## src/rtl/mul8_rr_sched.sv

```systemverilog
// Round-robin scheduler sharing one external 8x8 array multiplier between two requesters.
// Optional grant/stall statistics are compiled in with MUL8_RR_SCHED_STATS_EN.
module mul8_rr_sched #(
    parameter int LAT = 2,
    parameter int CW  = 4
) (
    input  logic        clk,
    input  logic        rst_n,
    input  logic        req0_valid,
    input  logic [7:0]  req0_a,
    input  logic [7:0]  req0_b,
    output logic        req0_ready,
    input  logic        req1_valid,
    input  logic [7:0]  req1_a,
    input  logic [7:0]  req1_b,
    output logic        req1_ready,
    output logic [7:0]  mul_a,
    output logic [7:0]  mul_b,
    input  logic [15:0] mul_p,
    output logic        resp_valid,
    output logic        resp_id,
    output logic [15:0] resp_prod,
    input  logic        resp_ready,
    output logic        busy
`ifdef MUL8_RR_SCHED_STATS_EN
    ,
    output logic [15:0] grant_cnt0,
    output logic [15:0] grant_cnt1,
    output logic [15:0] stall_cnt
`endif
);

    // Handshakes: a transfer happens on the rising edge where valid && ready are both high.
    // Requesters hold a/b stable while valid is high; resp_* hold stable while resp_valid is high.
    typedef enum logic [1:0] {
        IDLE   = 2'd0,
        SETTLE = 2'd1,
        RESP   = 2'd2
    } state_t;

    state_t        state;
    logic          owner;
    logic          last_grant;
    logic [CW-1:0] cnt;
    logic          win0;
    logic          win1;

    // On contention the requester that was not granted last time wins.
    always_comb begin
        win0       = req0_valid && (!req1_valid || last_grant);
        win1       = req1_valid && (!req0_valid || !last_grant);
        req0_ready = (state == IDLE) && win0;
        req1_ready = (state == IDLE) && win1;
    end

    always_ff @(posedge clk) begin
        if (!rst_n) begin
            state      <= IDLE;
            mul_a      <= 8'd0;
            mul_b      <= 8'd0;
            resp_valid <= 1'b0;
            resp_id    <= 1'b0;
            resp_prod  <= 16'd0;
            busy       <= 1'b0;
            owner      <= 1'b0;
            last_grant <= 1'b1;
            cnt        <= '0;
        end else begin
            case (state)
                IDLE: begin
                    if (win0 || win1) begin
                        mul_a      <= win0 ? req0_a : req1_a;
                        mul_b      <= win0 ? req0_b : req1_b;
                        owner      <= win1;
                        last_grant <= win1;
                        cnt        <= CW'(LAT - 1);
                        state      <= SETTLE;
                        busy       <= 1'b1;
                    end
                end
                SETTLE: begin
                    // Operands have been stable for LAT cycles when the counter reaches zero.
                    if (cnt == '0) begin
                        resp_prod  <= mul_p;
                        resp_id    <= owner;
                        resp_valid <= 1'b1;
                        state      <= RESP;
                    end else begin
                        cnt <= cnt - CW'(1);
                    end
                end
                RESP: begin
                    if (resp_ready) begin
                        resp_valid <= 1'b0;
                        state      <= IDLE;
                        busy       <= 1'b0;
                    end
                end
                default: begin
                    state <= IDLE;
                    busy  <= 1'b0;
                end
            endcase
        end
    end

`ifdef MUL8_RR_SCHED_STATS_EN
    // stall_cnt advances once per cycle in which any requester is left waiting.
    always_ff @(posedge clk) begin
        if (!rst_n) begin
            grant_cnt0 <= 16'd0;
            grant_cnt1 <= 16'd0;
            stall_cnt  <= 16'd0;
        end else begin
            if (req0_valid && req0_ready) grant_cnt0 <= grant_cnt0 + 16'd1;
            if (req1_valid && req1_ready) grant_cnt1 <= grant_cnt1 + 16'd1;
            if ((req0_valid && !req0_ready) || (req1_valid && !req1_ready))
                stall_cnt <= stall_cnt + 16'd1;
        end
    end
`endif

endmodule
```

## config.mk

```make
export PLATFORM = sky130hd
export DESIGN_NAME = mul8_rr_sched
export DESIGN_NICKNAME = d
export VERILOG_FILES = /design/src/rtl/mul8_rr_sched.sv
export SDC_FILE = /design/constraint.sdc
export NUM_CORES = 1
export LEC_CHECK = 0
export ABC_AREA = 0
export BUFFER_PORTS_ARGS = -buffer_cell sky130_fd_sc_hd__buf_2
export CAP_MARGIN = 20
export CELL_PAD_IN_SITES_DETAIL_PLACEMENT = 2
export CELL_PAD_IN_SITES_GLOBAL_PLACEMENT = 2
export CORE_MARGIN = 5
export CORE_UTILIZATION = 28
export DETAILED_ROUTE_END_ITERATION = 8
export PLACE_DENSITY_LB_ADDON = 0.1
export SYNTH_ARGS = -nofsm -noshare
export SYNTH_HDL_FRONTEND = slang
export SYNTH_SLANG_ARGS = --single-unit
```

## constraint.sdc

```tcl
create_clock -name clk -period 2.3 [get_ports clk]
set_clock_uncertainty 0.05 [all_clocks]
set_input_delay 0 -clock clk [delete_from_list [all_inputs] [get_ports clk]]
set_output_delay 0 -clock clk [all_outputs]
set_load 0.01 [all_outputs]
```

==> impl_results.md, run 1 <==
* Wire per inst at roughly 16 µm
* CTS clk-pin slew, worst paths at 0.08 ns
* Crit path from: state[0]
* Top-count cell post-synth: dfxtp_1
* Flop pwr share at 0.389
* Global-route wire length before repair at 12,400 µm
* Min Tclk post-route at 2.12 ns
* Critical Path Fanout Max at 12
* Setup violators final at 0
* Hold Path Cell Cnt at 3
* Setup bufs post-CTS at 0
* # nets final at ~420
* Hold crit path type: primary input to flop
* Aggregate negative setup slack at 0 ns
* Critical R2R Launch: state[0]
* ANT cells at 0
* Boundary pin count at 90
* Actual slew at the worst max-slew pin at 0.732 ns
* Die Y at approximately 95 µm
* Worst path required time at 2.49 ns
* Inst Count DP at between 400 and 500
* Synth Register Bits at 43
* Number of synthesized flops with an enable pin at 0
* Final HPWL DP at approximately 4800 µm
* Starting DRC count in detailed routing at 82
* Drt drc at 0
* Top FF cell, synth: dfxtp_1
* Final Wtd Congestion at around 0.72
* Total internal power at ~0.0016 W
* Routed Antenna Nets at 0
* Clk network pwr share at 0.216
* Peak supply drop at 312 µV
* RSZ-0062 raised after global routing: false
* Async set or reset register ratio after synthesis at 0
* Gr usage total at 0.171
* Grt ovf at 0
* Final Hold Viols at 0
* Vias per inst at 4.99
* Post-Syn Nets at 290
* Crit path DAT at 2.31 ns
* Worst skew pair latency at 0.30 ns
* Initial antenna violation count at 0
* DRT Pass-1 Iters at 4
* Sw Share at 0.360
* Crit share post-route at 0.922
* Horiz. Die Dim at roughly 95 µm
* Startpoint Class: flop
* Layout area overhead at 56.7%
* CTS max path bufs at 2
* Area share of the largest cell type after synthesis at 0.423
* Worst R2R Setup Slack at 0.18 ns
* CP Capture Type: flop
* Row Count at 31
* Largest net degree at the start of global routing at 23
* Combinational power share at 0.396
* Top post-synthesis cells by count: dfxtp_1, a21oi_1, o21ai_0
* Fmax at 472 MHz
* Vias at 2,325
* Slew HR at 0.512
* Worst r2r path cells at 5
* Power Dens Cells at 777 nW/µm²
* Number of CTS-inserted buffers at 5
* Leak Pwr at 1.35 nW
* Synth area leader: dfxtp_1
* Core Area at 7180 µm²
* Sw Pwr at 0.000892 W
* Clock root buffer: clkbuf_8
* Share of layout cells above drive strength 1 at 0.330
* Seq/Total Area, Yosys at 0.423
* CP Class: flop to flop
* Yosys warnings at 0
* Starting Density at 0.284
* Final wirelength at slightly below 8000 µm
* Slew Limit Fails at 0
* Reg-to-Reg End: mul_b[0]
* # port buffers at 89
* Non-Filler Instances at around 470
* Fillcell total at between 800 and 900
* Status: completed
* Max-cap violations at 0
* Synth area leaders: dfxtp_1, a21oi_1, o21ai_0
* Worst setup path endpoint: mul_b[0]
* Final core occ at 0.445
* Cell Area, Synth at 2040 µm²
* Cells after synthesis at 235
* Avg Cell Area, Syn at 8.66 µm²
* DIE AREA at 9080 µm²
* Synth unique cells at 38
* Vias in the first global route at 2,503
* CTS tree: done
* Number of H-tree levels at 2
* Clock sinks at 43
## final cells by class
type	count	area [µm²]	share of cell area
multi-input cells	159	1050	0.328
repair buffers	150	1030	0.324
flip-flops and latches	43	861	0.270
well taps	99	124	0.0388
clock buffers	8	100	0.0314
inverters	7	26.3	0.00824
## power by group through the flow
stage,sequential [W],clock [W],combinational [W]
after global routing,0.000984,0.000579,0.00109
after detailed placement,0.000974,0,0.000845
after CTS,0.000958,0.000559,0.000973
after floorplan,0.000994,0,0.000517
final,0.000964,0.000535,0.000981
after global placement,0.000972,0,0.000830
## through the flow
step	worst slack, ns	total power [W]	cell area [µm²]	hold slack, ns
finish	0.180	0.00248	3190	0.00975
detailed placement	0.502	0.00182	2550	0.212
global placement	0.529	0.00180	2550	0.205
floorplan	0.801	0.00151	2040	0.0389
CTS	0.0692	0.00249	3170	0.00936
global route	0.0250	0.00265	3190	0.0293
## sequential cells by signal, summed over array words and instances (netlist names)
signal and count:
mul_a 8, resp_id 1, resp_prod 16, cnt 4, mul_b 8, state 2
resp_valid 1, last_grant 1, busy 1, owner 1
## placed cells by master, fill, tap and decap left out, types with 2 or more instances in the layout
| master | instances |
|---|---|
| nand3b_1 | 16 |
| nor2_1 | 4 |
| buf_4 | 9 |
| a21oi_1 | 36 |
| o21ai_0 | 36 |
| buf_2 | 89 |
| ha_1 | 2 |
| a311oi_1 | 7 |
| inv_1 | 6 |
| a211oi_1 | 2 |
| nor3_1 | 2 |
| a22oi_1 | 2 |
| dlygate4sd3_1 | 52 |
| nand3_1 | 17 |
| clkbuf_8 | 7 |
| nand2_1 | 5 |
| a311oi_2 | 10 |
| dfxtp_1 | 43 |
## routing by layer
layer  vias to the layer above  routed length, µm  GRT usage
met5                         -                  0          0
met4                         0                 76     0.0361
met3                         7                410     0.0410
met2                        57               3930      0.315
met1                      1129               3270      0.200
li1                       1132                  -          -
## cell families (layout without fill, tap and decap cells)
family                     count (synthesis)  in the layout  synth area share
AOI/OAI and AO/OA                        100            100             0.323
and+or+nand+nor                           57             57             0.167
DFF                                       43             43             0.423
buffers and inverters                     33            165            0.0750
adders and majority gates                  2              2            0.0123
## what timing repair did
item | in CTS | in global routing
gates resized for setup | 0 | 3
endpoints found under the setup margin | 0 | 16
hold buffers | 52 | 0
hold endpoints to repair | 37 | 0
## worst max-delay path, cell delays in order (launching register included)
cell           delay [ns]
dfxtp_1              0.45
nor2_4               0.34
buf_4                0.26
a21oi_1              0.08
a311oi_1             0.28
dlygate4sd3_1        0.59
## worst min path at each step
stage | end | start
2_1_floorplan | last_grant | rst_n
3_3_place_gp | resp_valid | resp_ready
3_5_place_dp | resp_valid | resp_ready
4_1_cts | mul_a[0] | req1_a[0]
5_1_grt | mul_a[0] | req1_a[0]
6_report | mul_a[0] | req1_a[0]
No activity file was read; power rests on OpenSTA's default activity.
==> inputs of run 2 (changes only) <==
--- a/config.mk
+++ b/config.mk
@@ -11,7 +11,7 @@
 export CELL_PAD_IN_SITES_DETAIL_PLACEMENT = 2
 export CELL_PAD_IN_SITES_GLOBAL_PLACEMENT = 2
 export CORE_MARGIN = 5
-export CORE_UTILIZATION = 28
+export CORE_UTILIZATION = 26
 export DETAILED_ROUTE_END_ITERATION = 8
 export PLACE_DENSITY_LB_ADDON = 0.1
 export SYNTH_ARGS = -nofsm -noshare
==> constraint.sdc (replaced) <==
create_clock -name clk -period 2.2 [get_ports clk]
set_clock_uncertainty 0.05 [all_clocks]
set_input_delay 0 -clock clk [delete_from_list [all_inputs] [get_ports clk]]
set_output_delay 0 -clock clk [all_outputs]
set_load 0.01 [all_outputs]
==> impl_results.md, run 2 (synthesized netlist as in run 1, its figures left out) <==
* Status: completed
* Hold crit path type: primary input to flop
* CP max-delay cell: dlygate4sd3_1
* Largest net degree at the start of global routing at 39
* Worst r2r path cells at 5
* Global-route wire length before repair at between 10,000 and 15,000 µm
* Largest register FFs at 16
* Clock sinks at 43
* Layout area overhead at 56.8%
* Vias in the first global route at 2,690
* CP Capture Type: flop
* Critical Path Max Stage Delay at 0.59 ns
* DRT Pass-1 Iters at 4
* Aggregate negative setup slack at 0 ns
* Max-cap violations at 0
* Worst skew pair latency at 0.29 ns
* Wire per inst at 15.8 µm
* Clk network pwr share at 0.195
* Worst path required time at approximately 2.4 ns
* Most used cell, CP: dlygate4sd3_1
* ANT cells at 0
* Final HPWL DP at 4860 µm
* Initial antenna violation count at 0
* Final wirelength at ~7400 µm
* Number of CTS-inserted buffers at 5
* Setup ws final at 0.177 ns
* Starting DRC count in detailed routing at 41
* Vias per inst at just under 5
* Boundary pin count at 90
* CP Class: primary input to flop
* Power Dens Cells at 794 nW/µm²
* Combinational power share at 0.409
* Die Y at 98.5 µm
* Number of H-tree levels at 2
* Delay-heaviest family, CP: buffers and inverters
* Flop pwr share at 0.395
* CP Buf/Inv Count at 3
* Clock root buffer: clkbuf_8
* Top flop regs: resp_prod (16), mul_a (8), mul_b (8)
* Fmax at 494 MHz
* Routed Antenna Nets at 0
* Startpoint Class: primary input
* RSZ-0062 raised after global routing: false
* Crit path DAT at 2.22 ns
* Most frequent cells in the layout: buf_2, dlygate4sd3_1, dfxtp_1
* CTS max path bufs at 2
* Crit share post-route at 0.919
* Actual slew at the worst max-slew pin at approximately 0.59 ns
* Largest Register: resp_prod
* Final Hold Viols at 0
* Total internal power at around 0.0016 W
* # port buffers at 89
* Overall Power at 0.00254 W
* Cells along the critical path: dlygate4sd3_1 > buf_2 > or2_1 > and2_4 > a311oi_1 > dlygate4sd3_1
* Horiz. Die Dim at roughly 98 µm
* Gr usage total at 0.161
* Row Count at 32
* Sw Pwr at 0.000922 W
* Sw Share at 0.363
* Peak supply drop at 270 µV
* Drt drc at 0
* # nets final at 424
* Crit. path cell count at 6
* Min Tclk post-route at between 2 and 2.5 ns
* Fillcell total at 893
* DP Worst Slack at 0.402 ns
* DIE AREA at 9700 µm²
* Hold Path Cell Cnt at 4
* Core Area at 7690 µm²
* Leak Pwr at 1.35 nW
* Vias at 2,332
* Final Wtd Congestion at 0.770
* Most common cell after layout, fill and taps aside: buf_2
* Slew HR at 0.606
* Share of layout cells above drive strength 1 at 0.327
* CTS clk-pin slew, worst paths at roughly 0.080 ns
* Slew Limit Fails at 0
* CTS tree: done
* Setup violators final at 0
* Grt ovf at 0
* Critical Path Fanout Max at 16
* Starting Density at 0.265
## run 2: cell count changes in the layout (fill, tap and decap cells not counted)
cell / change
buf_6: +1
nor2b_2: +1
clkinv_2: +1
buf_4: +1
clkbuf_8: -2
dlygate4sd3_1: +1
clkbuf_1: +1
nor2_1: +1
nor2_4: -1
nor2b_4: -1
## run 2: what timing repair did
action                     4_1_cts  5_1_grt
buffers inserted                 0        1
gates resized for setup          0        2
setup endpoints to repair        0        2
hold buffers                    53        0
hold endpoints to repair        37        0
## run 2: area by class of cell
| type | count | area, µm² | share of cell area |
|---|---|---|---|
| Sequential cell | 43 | 861 | 0.270 |
| Multi-Input combinational cell | 159 | 1030 | 0.324 |
| Clock buffer | 7 | 76.3 | 0.0239 |
| Tap cell | 102 | 128 | 0.0400 |
| Timing Repair Buffer | 153 | 1060 | 0.333 |
| Inverter | 7 | 26.3 | 0.00823 |
| Clock inverter | 1 | 5.00 | 0.00157 |
## run 2: power groups by stage
stage               logic [W]  clock network, W  registers, W
finish                0.00104          0.000495       0.00100
global placement     0.000886                 0       0.00101
global route          0.00116          0.000554       0.00102
detailed placement   0.000896                 0       0.00102
CTS                   0.00103          0.000525       0.00100
floorplan            0.000541                 0       0.00104
## run 2: tightest hold or removal path, stage by stage
cell	delay, ns
buf_2	0.17
nand2_1	0.09
a32oi_1	0.09
nor2_1	0.07
## run 2: metrics by stage
stage                     instance area [µm²]  hold WS, ns   util  cells
after floorplan                          2040       0.0389      -    235
after global placement                   2560        0.203  0.333    410
after detailed placement                 2560        0.207  0.333    410
after CTS                                3170        0.109  0.413    471
after global routing                     3190        0.147  0.415    472
final                                    3190        0.109  0.415    472
## run 2: worst paths after layout
check / start / endpoint / slack (ns)
min: req0_valid / owner / 0.11
max: req1_valid / mul_b[0] / 0.18
min reg2reg: resp_prod[1] / resp_prod[1] / 0.43
max reg2reg: state[0] / mul_b[0] / 0.18
## run 2: routing by layer
metal  GRT usage  vias to the layer above  wire [µm]
li1            -                     1139          -
met1       0.177                     1128       3010
met2       0.302                       59       3910
met3      0.0446                        6        433
met4      0.0410                        0         85
met5           0                        -          0
